$ cat config.mk
export PLATFORM = sky130hd
export DESIGN_NAME = div_arbiter
export DESIGN_NICKNAME = d
export VERILOG_FILES = /design/src/rtl/div_arbiter.sv
export SDC_FILE = /design/constraint.sdc
export NUM_CORES = 1
export LEC_CHECK = 0
export CORE_MARGIN = 5
export CORE_UTILIZATION = 28
export DETAILED_ROUTE_END_ITERATION = 10
export GPL_TIMING_DRIVEN = 0
export PLACE_DENSITY = 0.7
export SLEW_MARGIN = 10
export SYNTH_ARGS = -nofsm -noshare
export SYNTH_HDL_FRONTEND = slang
export SYNTH_SLANG_ARGS = --single-unit
$ cat constraint.sdc
create_clock -name clk_i -period 2.1 [get_ports clk_i]
set_clock_uncertainty 0.05 [all_clocks]
set_input_delay 0.525 -clock clk_i [delete_from_list [all_inputs] [get_ports clk_i]]
set_output_delay 0.525 -clock clk_i [all_outputs]
set_load 0.02 [all_outputs]
$ cat src/rtl/div_arbiter.sv
// -----------------------------------------------------------------------------
// div_arbiter
//
// Shares one sequential divider between two result requesters. Jobs are
// taken one at a time, with round-robin fairness when both requesters are
// valid. Each job either launches the divider with a one-cycle start pulse
// and waits for its done strobe, or, if the denominator is zero, completes
// at once without touching the divider. A job whose divider does not finish
// within TIMEOUT cycles completes with the timeout flag set.
//
// Handshakes: a transfer happens on a rising clk edge where valid and ready
// are both high. The source holds valid and its payload until that edge.
// The sink may raise or drop ready at any time. This rule applies to both
// request ports (reqN_valid_i / reqN_ready_o) and to the result port
// (res_valid_o / res_ready_i).
//
// Ports:
//   clk_i, rst_i              clock, synchronous active-high reset
//   reqN_valid_i/ready_o      job handshake for requester N (0 or 1)
//   reqN_numer_i/denom_i      requester N operands
//   div_start_o               one-cycle launch pulse to the divider
//   div_numer_o/denom_o       operands of the current job (held until next accept)
//   div_done_i, div_quot_i    divider completion strobe and quotient
//   res_valid_o/ready_i       result handshake
//   res_id_o                  requester that owns the result
//   res_quot_o                quotient (all-ones on divide-by-zero, 0 on timeout)
//   res_divzero_o             the denominator was zero
//   res_timeout_o             the divider did not finish in time
//   busy_o                    a job is in progress (state is not IDLE)
//   state_o                   current FSM state, for debug
// -----------------------------------------------------------------------------
module div_arbiter #(
    parameter int W       = 32,
    parameter int TIMEOUT = 64
) (
    input  logic         clk_i,
    input  logic         rst_i,
    input  logic         req0_valid_i,
    output logic         req0_ready_o,
    input  logic [W-1:0] req0_numer_i,
    input  logic [W-1:0] req0_denom_i,
    input  logic         req1_valid_i,
    output logic         req1_ready_o,
    input  logic [W-1:0] req1_numer_i,
    input  logic [W-1:0] req1_denom_i,
    output logic         div_start_o,
    output logic [W-1:0] div_numer_o,
    output logic [W-1:0] div_denom_o,
    input  logic         div_done_i,
    input  logic [W-1:0] div_quot_i,
    output logic         res_valid_o,
    input  logic         res_ready_i,
    output logic         res_id_o,
    output logic [W-1:0] res_quot_o,
    output logic         res_divzero_o,
    output logic         res_timeout_o,
    output logic         busy_o,
    output logic [1:0]   state_o
);

    typedef enum logic [1:0] {
        S_IDLE  = 2'd0,
        S_ISSUE = 2'd1,
        S_WAIT  = 2'd2,
        S_RESP  = 2'd3
    } state_e;

    // Last value the wait counter reaches before the job is abandoned.
    localparam logic [15:0] WAIT_LAST = 16'(TIMEOUT - 1);

    state_e         state_q;
    logic           last_grant_q;
    logic [15:0]    wait_cnt_q;
    logic           div_start_q;
    logic [W-1:0]   div_numer_q;
    logic [W-1:0]   div_denom_q;
    logic           res_valid_q;
    logic           res_id_q;
    logic [W-1:0]   res_quot_q;
    logic           res_divzero_q;
    logic           res_timeout_q;

    logic           grant_id;
    logic           accept;
    logic [W-1:0]   sel_numer;
    logic [W-1:0]   sel_denom;

    // On a tie the requester that was not served last wins; otherwise the
    // only valid requester is granted (grant_id is a don't-care with none).
    always_comb begin
        grant_id = req1_valid_i;
        if (req0_valid_i && req1_valid_i) begin
            grant_id = ~last_grant_q;
        end
    end

    assign req0_ready_o = (state_q == S_IDLE) && req0_valid_i && !grant_id;
    assign req1_ready_o = (state_q == S_IDLE) && req1_valid_i && grant_id;
    assign accept       = req0_ready_o || req1_ready_o;
    assign sel_numer    = grant_id ? req1_numer_i : req0_numer_i;
    assign sel_denom    = grant_id ? req1_denom_i : req0_denom_i;

    always_ff @(posedge clk_i) begin
        if (rst_i) begin
            state_q       <= S_IDLE;
            last_grant_q  <= 1'b1;
            wait_cnt_q    <= '0;
            div_start_q   <= 1'b0;
            div_numer_q   <= '0;
            div_denom_q   <= '0;
            res_valid_q   <= 1'b0;
            res_id_q      <= 1'b0;
            res_quot_q    <= '0;
            res_divzero_q <= 1'b0;
            res_timeout_q <= 1'b0;
        end else begin
            // The start pulse is only ever raised for the single ISSUE cycle.
            div_start_q <= 1'b0;
            case (state_q)
                S_IDLE: begin
                    if (accept) begin
                        div_numer_q  <= sel_numer;
                        div_denom_q  <= sel_denom;
                        last_grant_q <= grant_id;
                        res_id_q     <= grant_id;
                        if (sel_denom == '0) begin
                            res_quot_q    <= '1;
                            res_divzero_q <= 1'b1;
                            res_timeout_q <= 1'b0;
                            res_valid_q   <= 1'b1;
                            state_q       <= S_RESP;
                        end else begin
                            div_start_q <= 1'b1;
                            state_q     <= S_ISSUE;
                        end
                    end
                end
                S_ISSUE: begin
                    wait_cnt_q <= '0;
                    state_q    <= S_WAIT;
                end
                S_WAIT: begin
                    wait_cnt_q <= wait_cnt_q + 16'd1;
                    // A done arriving on the final wait cycle still counts.
                    if (div_done_i) begin
                        res_quot_q    <= div_quot_i;
                        res_divzero_q <= 1'b0;
                        res_timeout_q <= 1'b0;
                        res_valid_q   <= 1'b1;
                        state_q       <= S_RESP;
                    end else if (wait_cnt_q == WAIT_LAST) begin
                        res_quot_q    <= '0;
                        res_divzero_q <= 1'b0;
                        res_timeout_q <= 1'b1;
                        res_valid_q   <= 1'b1;
                        state_q       <= S_RESP;
                    end
                end
                S_RESP: begin
                    if (res_ready_i) begin
                        res_valid_q <= 1'b0;
                        state_q     <= S_IDLE;
                    end
                end
                default: state_q <= S_IDLE;
            endcase
        end
    end

    assign div_start_o   = div_start_q;
    assign div_numer_o   = div_numer_q;
    assign div_denom_o   = div_denom_q;
    assign res_valid_o   = res_valid_q;
    assign res_id_o      = res_id_q;
    assign res_quot_o    = res_quot_q;
    assign res_divzero_o = res_divzero_q;
    assign res_timeout_o = res_timeout_q;
    assign busy_o        = (state_q != S_IDLE);
    assign state_o       = state_q;

endmodule
Word level (Yosys, flattened, before mapping)

Cells that the tools add are included.

Word-level logic and storage cells: 70
Output and inout bits: 106
Input port bits: 166
Flip-flop bits (word level): 120

Mux-type cells: 29
$add $sub $neg: 1
Eq/ne operators: 8
Reductions and logical operators: 18
Bitwise operators: 3

Operator list:

| cell                                            | number |
|---|---|
| two-way mux 32 bit                              | 6 |
| one-hot mux 32 bit (2 select lines)             | 1 |
| logical NOT 32 bit                              | 1 |
| one-hot mux 16 bit (2 select lines)             | 1 |
| adder 16 x 1 -> 16 bit (second input constant)  | 1 |
| == test 16 x 6 -> 1 bit (second input constant) | 1 |
| two-way mux 1 bit                               | 12 |
| two-way mux 2 bit                               | 5 |
| one-hot mux 2 bit (4 select lines)              | 1 |
| nonzero test 2 bit                              | 3 |
| logical AND 1 bit                               | 5 |
| AND reduction 5 bit                             | 1 |
| == test 2 bit (second input constant)           | 2 |
| inequality test 2 bit (second input constant)   | 2 |
| one-hot mux 1 bit (2 select lines)              | 2 |
| AND reduction 4 bit                             | 1 |
| inequality test 3 bit (second input constant)   | 1 |
| inverter 1 bit                                  | 3 |
| one-hot mux 1 bit (3 select lines)              | 1 |
| AND reduction 3 bit                             | 1 |
| nonzero test 3 bit                              | 1 |
| OR reduction 3 bit                              | 1 |
| == test 2 x 1 -> 1 bit (second input constant)  | 1 |
| logical NOT 2 bit                               | 1 |
| 4 further kinds                                 | 4 |

Depth between registers and ports, before layout

Word-level depth: 7
Mapped depth: 10
Gate-level depth less buffers: 8

Least setup slack after synthesis

OpenSTA, ideal clock, no wires.

Kind: register to register
Start point: register state_q[0] (netlist: state_o[0])
End point: register wait_cnt_q[13]
Required time: 1922 ps
Stages on the path, launching flop included: 9
Library setup time: 128 ps
Clock period less this slack: 2152 ps
Slack: -52 ps
Arrival time: 1975 ps
Path through: dfxtp_1 inv_1 ha_1 buf_2 nand4_1 nor4_1 nand3_1 xor2_1 nor2_1

Longest elaborated chain between the ends: 2
Elaborated cells on any way between the ends: 4
Classes of those cells: eq/ne (2); mux (1); reduce/logical (1)

Ends and longest elaborated chain:

| what                                                                             | line | text |
|---|---|---|
| start: declaration                                                               | 71   | `state_e state_q;` |
| start signal: assignment                                                         | 105  | `state_q <= S_IDLE;` |
| start signal: assignment                                                         | 131  | `state_q <= S_RESP;` |
| start signal: assignment                                                         | 134  | `state_q <= S_ISSUE;` |
| == test 2 bit / == test 2 x 1 -> 1 bit (equally long branches)                   | 119  | `case (state_q)` |
| one-hot mux 16 bit (2 select lines) / nonzero test 2 bit (equally long branches) | n/a  |  |
| end signal: assignment                                                           | 143  | `wait_cnt_q <= wait_cnt_q + 16'd1;` |
| end: declaration                                                                 | 73   | `logic [15:0] wait_cnt_q;` |

Several ways; a longest one is shown, not always the timed one.
A chain may end at the register's enable or synchronous reset.

Final worst setup path

Start point: input req0_denom_i[9]
End point: register res_quot_q[7] (netlist: res_quot_o[7])

Longest elaborated chain between the ends: 4

Ends and longest elaborated chain:

| what                                     | line | text |
|---|---|---|
| start: declaration                       | 41   | `input logic [W-1:0] req0_denom_i,` |
| two-way mux 32 bit                       | 101  | `assign sel_denom = grant_id ? req1_denom_i : req0_denom_i;` |
| logical NOT 32 bit                       | 126  | `if (sel_denom == '0) begin` |
| inequality test 2 x 1 -> 1 bit (no line) | n/a  |  |
| AND reduction 4 bit (no line)            | n/a  |  |
| end signal: assignment                   | 146  | `res_quot_q <= div_quot_i;` |
| end: declaration                         | 79   | `logic [W-1:0] res_quot_q;` |

No other way between the ends.

==> results by group <==
Critical path
  • Category of cells accounting for the largest share of critical-path delay: simple AND/OR/NAND/NOR gates
  • Type of the worst setup path: input port to register
  • Most used cell, CP: sky130_fd_sc_hd__buf_6
  • Critical Path Start Type: input port
  • Critical Path Sink Type: register
  • Cells traversed along the worst timing path: clkdlybuf4s15_2 -> nor4_2 -> nand4_1 -> or3_4 -> a211oi_4 -> buf_6 -> nor3_4 -> buf_6 -> a22o_1
  • Maximum fanout along the worst path: 5
  • Signal arrival time at the worst endpoint: 2490 ps
  • Delay of the slowest cell on the worst path: 440 ps
  • Required arrival time at the worst endpoint: 2340 ps
  • Number of buffers and inverters on the critical path: 3
  • Worst reg-to-reg setup slack: -60 ps
  • Crit-path slowest cell: sky130_fd_sc_hd__or3_4

Detailed routing
  • Total Routed Length: 20400 microns
  • First-pass DRT Iterations: 4
  • Total via count after detailed routing: 5532
  • Iteration-0 DRC count of the detailed router: 131
  • Antenna violation net count after detailed routing: 0
  • Routed wirelength normalized by instance count: 17.3 microns
  • Number of vias per cell after detailed routing: 4.70
  • Residual DRC count: 0

Synth
  • Mapped cell area: 0.00555 sq mm
  • Cell with the most instances after synthesis: sky130_fd_sc_hd__dfxtp_1
  • Synthesized Nets: 764
  • Sequential cell area fraction in the yosys report: 43.3%
  • Synthesized instance count: 592
  • Area contributors post-synth: sky130_fd_sc_hd__dfxtp_1, sky130_fd_sc_hd__mux2i_1, sky130_fd_sc_hd__a211oi_1, sky130_fd_sc_hd__nor2_1, sky130_fd_sc_hd__a22o_1
  • Total of warnings raised by yosys: 0
  • Distinct cell type count of the synthesized netlist: 45
  • Synth area leader: sky130_fd_sc_hd__dfxtp_1
  • Flop and latch count out of synthesis: 120
  • Most frequently used flop master after synthesis: sky130_fd_sc_hd__dfxtp_1
  • Top cells by count, synth: sky130_fd_sc_hd__dfxtp_1, sky130_fd_sc_hd__nor2_1, sky130_fd_sc_hd__a211oi_1
  • Share of the synthesized area in the top cell type: 43.3%
  • Number of enable flip-flop cells after synthesis: 0
  • Average footprint of a synthesized cell: 9.37 sq um
  • Proportion of register bits with asynchronous set or reset after synthesis: 0%

CTS
  • Max Buffers Root-to-Sink: 2
  • Number of buffers added by the clock tree synthesis step: 17
  • Hold-fix buffers, CTS: 0
  • Clk sink count: 120
  • H-Tree Level Count: 4
  • Clock latency at the later pin of the worst-skew pair: 400 ps
  • Root buffer cell: sky130_fd_sc_hd__clkbuf_16
  • Clk pin slew, worst setup/hold paths: 50 ps
  • CTS tree: built

Floorplanning
  • Die boundary width: 151 microns
  • Number of rows in the core area: 51
  • Number of I/O pins: 272
  • Area of the core: 0.0195 sq mm
  • Full die area: 0.0227 sq mm
  • Initial core utilization: 28.5%
  • DIE HEIGHT: 151 microns

Timing
  • Worst-Margin Slew: 556 ps
  • Final worst hold slack: 412 ps
  • Minimum clock period: 2250 ps
  • Final number of setup-violating endpoints: 32
  • Unrepaired setup endpoints after global routing: true
  • Hold Vio Cnt, Final: 0
  • Worst-case setup margin in the final layout: -149 ps
  • Max-slew violation total from the final report: 0
  • Setup Total Neg Slack: -3650 ps
  • Rel. slew slack: 62.9%
  • Final period util: 107%
  • Fmax achieved: 445 MHz

Layout
  • Layout net count: 1071
  • Proportion of layout cells with a drive suffix above 1: 15.1%
  • Count of non-filler cells in the finished layout: 1178
  • FILL cells: 1837
  • Area growth from synthesis to layout: 73.3%
  • Footprint of the multi-input gates: 0.00293 sq mm
  • Design area: 0.00961 sq mm
  • Footprint of the flip-flops and latches: 0.00240 sq mm

Power and ir drop
  • Switching fraction of total power: 36.5%
  • Sum of internal, switching and leakage power: 11800 uW
  • Power Dens Cells: 1230 mW/mm^2
  • Leakage: 0.00385 uW
  • Sequential group share of total power: 28.0%
  • Fraction of power consumed by the clock network: 26.8%
  • Internal portion of total power: 7500 uW
  • Net switching component of the power: 4320 uW
  • Combinational Power Share: 45.1%
  • IR drop worst, VDD: 558 uV

Run status
  • Violated checks: setup timing
  • Run status: complete, but fails checks

GRT
  • Number of global-route vias before repair: 5586
  • First-pass GRT wire length: 30400 microns
  • Overflow left after global routing: 0
  • Maximum number of pins on one net before global-route repair: 17
  • Gr usage total: 17.3%
  • Number of antenna violations at the first check in global routing: 2

Place
  • HPWL after detailed placement: 15700 microns
  • # placed instances: 1126
  • Area after DPL: 0.00858 sq mm
  • Count of port buffers added during placement: 269
  • Global placement routability congestion: 0.873

Worst hold path
  • Worst hold path type: register to register

Flow run
  • Max cap viols: 0
-- per-stage QoR --
stage / utilization (%) / setup WS (ps)
global placement: 44.1 / -1400
global route: 49.4 / -181
finish: 49.4 / -149
floorplan: - / -23.6
CTS: 48.9 / -104
detailed placement: 44.1 / -1430
-- area by class of cell --
| class | instances | share of cell area, % |
|---|---|---|
| buffer | 49 | 4.13 |
| multi-input combinational | 415 | 30.5 |
| clock buffer | 22 | 4.93 |
| inverter | 8 | 0.312 |
| tap | 265 | 3.45 |
| sequential | 120 | 25.0 |
| timing repair buffer | 288 | 29.9 |
| clock inverter | 10 | 1.72 |
| antenna | 1 | 0.0260 |
-- logic make-up after synthesis --
kind of cell / after synthesis / synth area share, %
AOI/OAI and AO/OA: 147 / 19.3
xor gates and xnor gates: 14 / 2.21
adders and majority gates: 6 / 1.35
buffers and inverters: 58 / 6.90
DFF: 120 / 43.3
muxes: 66 / 11.9
and+or+nand+nor: 181 / 15.0
-- final timing paths --
kind	cells after the start	endpoint	start
max	9	res_quot_o[7]	req0_denom_i[9]
min	2	res_valid_o	res_valid_o
max reg2reg	9	res_quot_o[7]	wait_cnt_q[1]
min reg2reg	2	res_valid_o	res_valid_o
-- layout by cell type (no fill, tap or decap), drive strengths merged, types with 2 or more instances in the layout --
cell type and count:
nor2 90, clkdlybuf4s50 212, dfxtp 120, ha 6
nand4 8, clkbuf 60, dlymetal6s2s 15, nor4 15
nand2 43, or3 2, buf 46, clkinv 4
a21oi 36, xor2 9, and3 2, a22o 33
o21ai 4, a211oi 67, inv 10, dlygate4sd2 18
xnor2 5, clkdlybuf4s15 7, mux2i 65, nor3 12
nand3 3, bufinv 4
-- timing repair --
action / CTS / global route
resized for setup: 146 / 41
pin swaps: 54 / 35
endpoints found under the setup margin: 107 / 82
gates cloned: 5 / 1
setup buffers: 12 / 3
-- flip-flops by register name (all words and copies together) (netlist names) --
name and count:
res_id_o 1, res_divzero_o 1, res_quot_o 32, div_start_o 1
state_o 2, last_grant_q 1, res_timeout_o 1, wait_cnt_q 16
div_numer_o 32, div_denom_o 32, res_valid_o 1
-- metal layers --
metal	share of wire, %	routed length (microns)	global-route usage (%)
met1	41	8460	20.3
met2	49	9910	29.6
met3	8.3	1690	6.05
met4	1.6	332	5.30
met5	0.034	7	0
-- power groups by stage --
stage / clock network [uW] / logic (uW) / registers, uW
6_report: 3170 / 5340 / 3310
5_1_grt: 3350 / 5750 / 3390
4_1_cts: 3210 / 5340 / 3310
3_5_place_dp: 0 / 5120 / 3340
3_3_place_gp: 0 / 5100 / 3310
2_1_floorplan: 0 / 1990 / 4110
-- worst register-to-register path, delay by kind of cell (launching register included) --
kind | cells | cell delay, ps
AOI/OAI and AO/OA | 3 | 560
DFF | 1 | 360
buffers and inverters | 2 | 320
and+or+nand+nor | 3 | 570
adders and majority gates | 1 | 210
No activity file was read; power rests on OpenSTA's default activity.
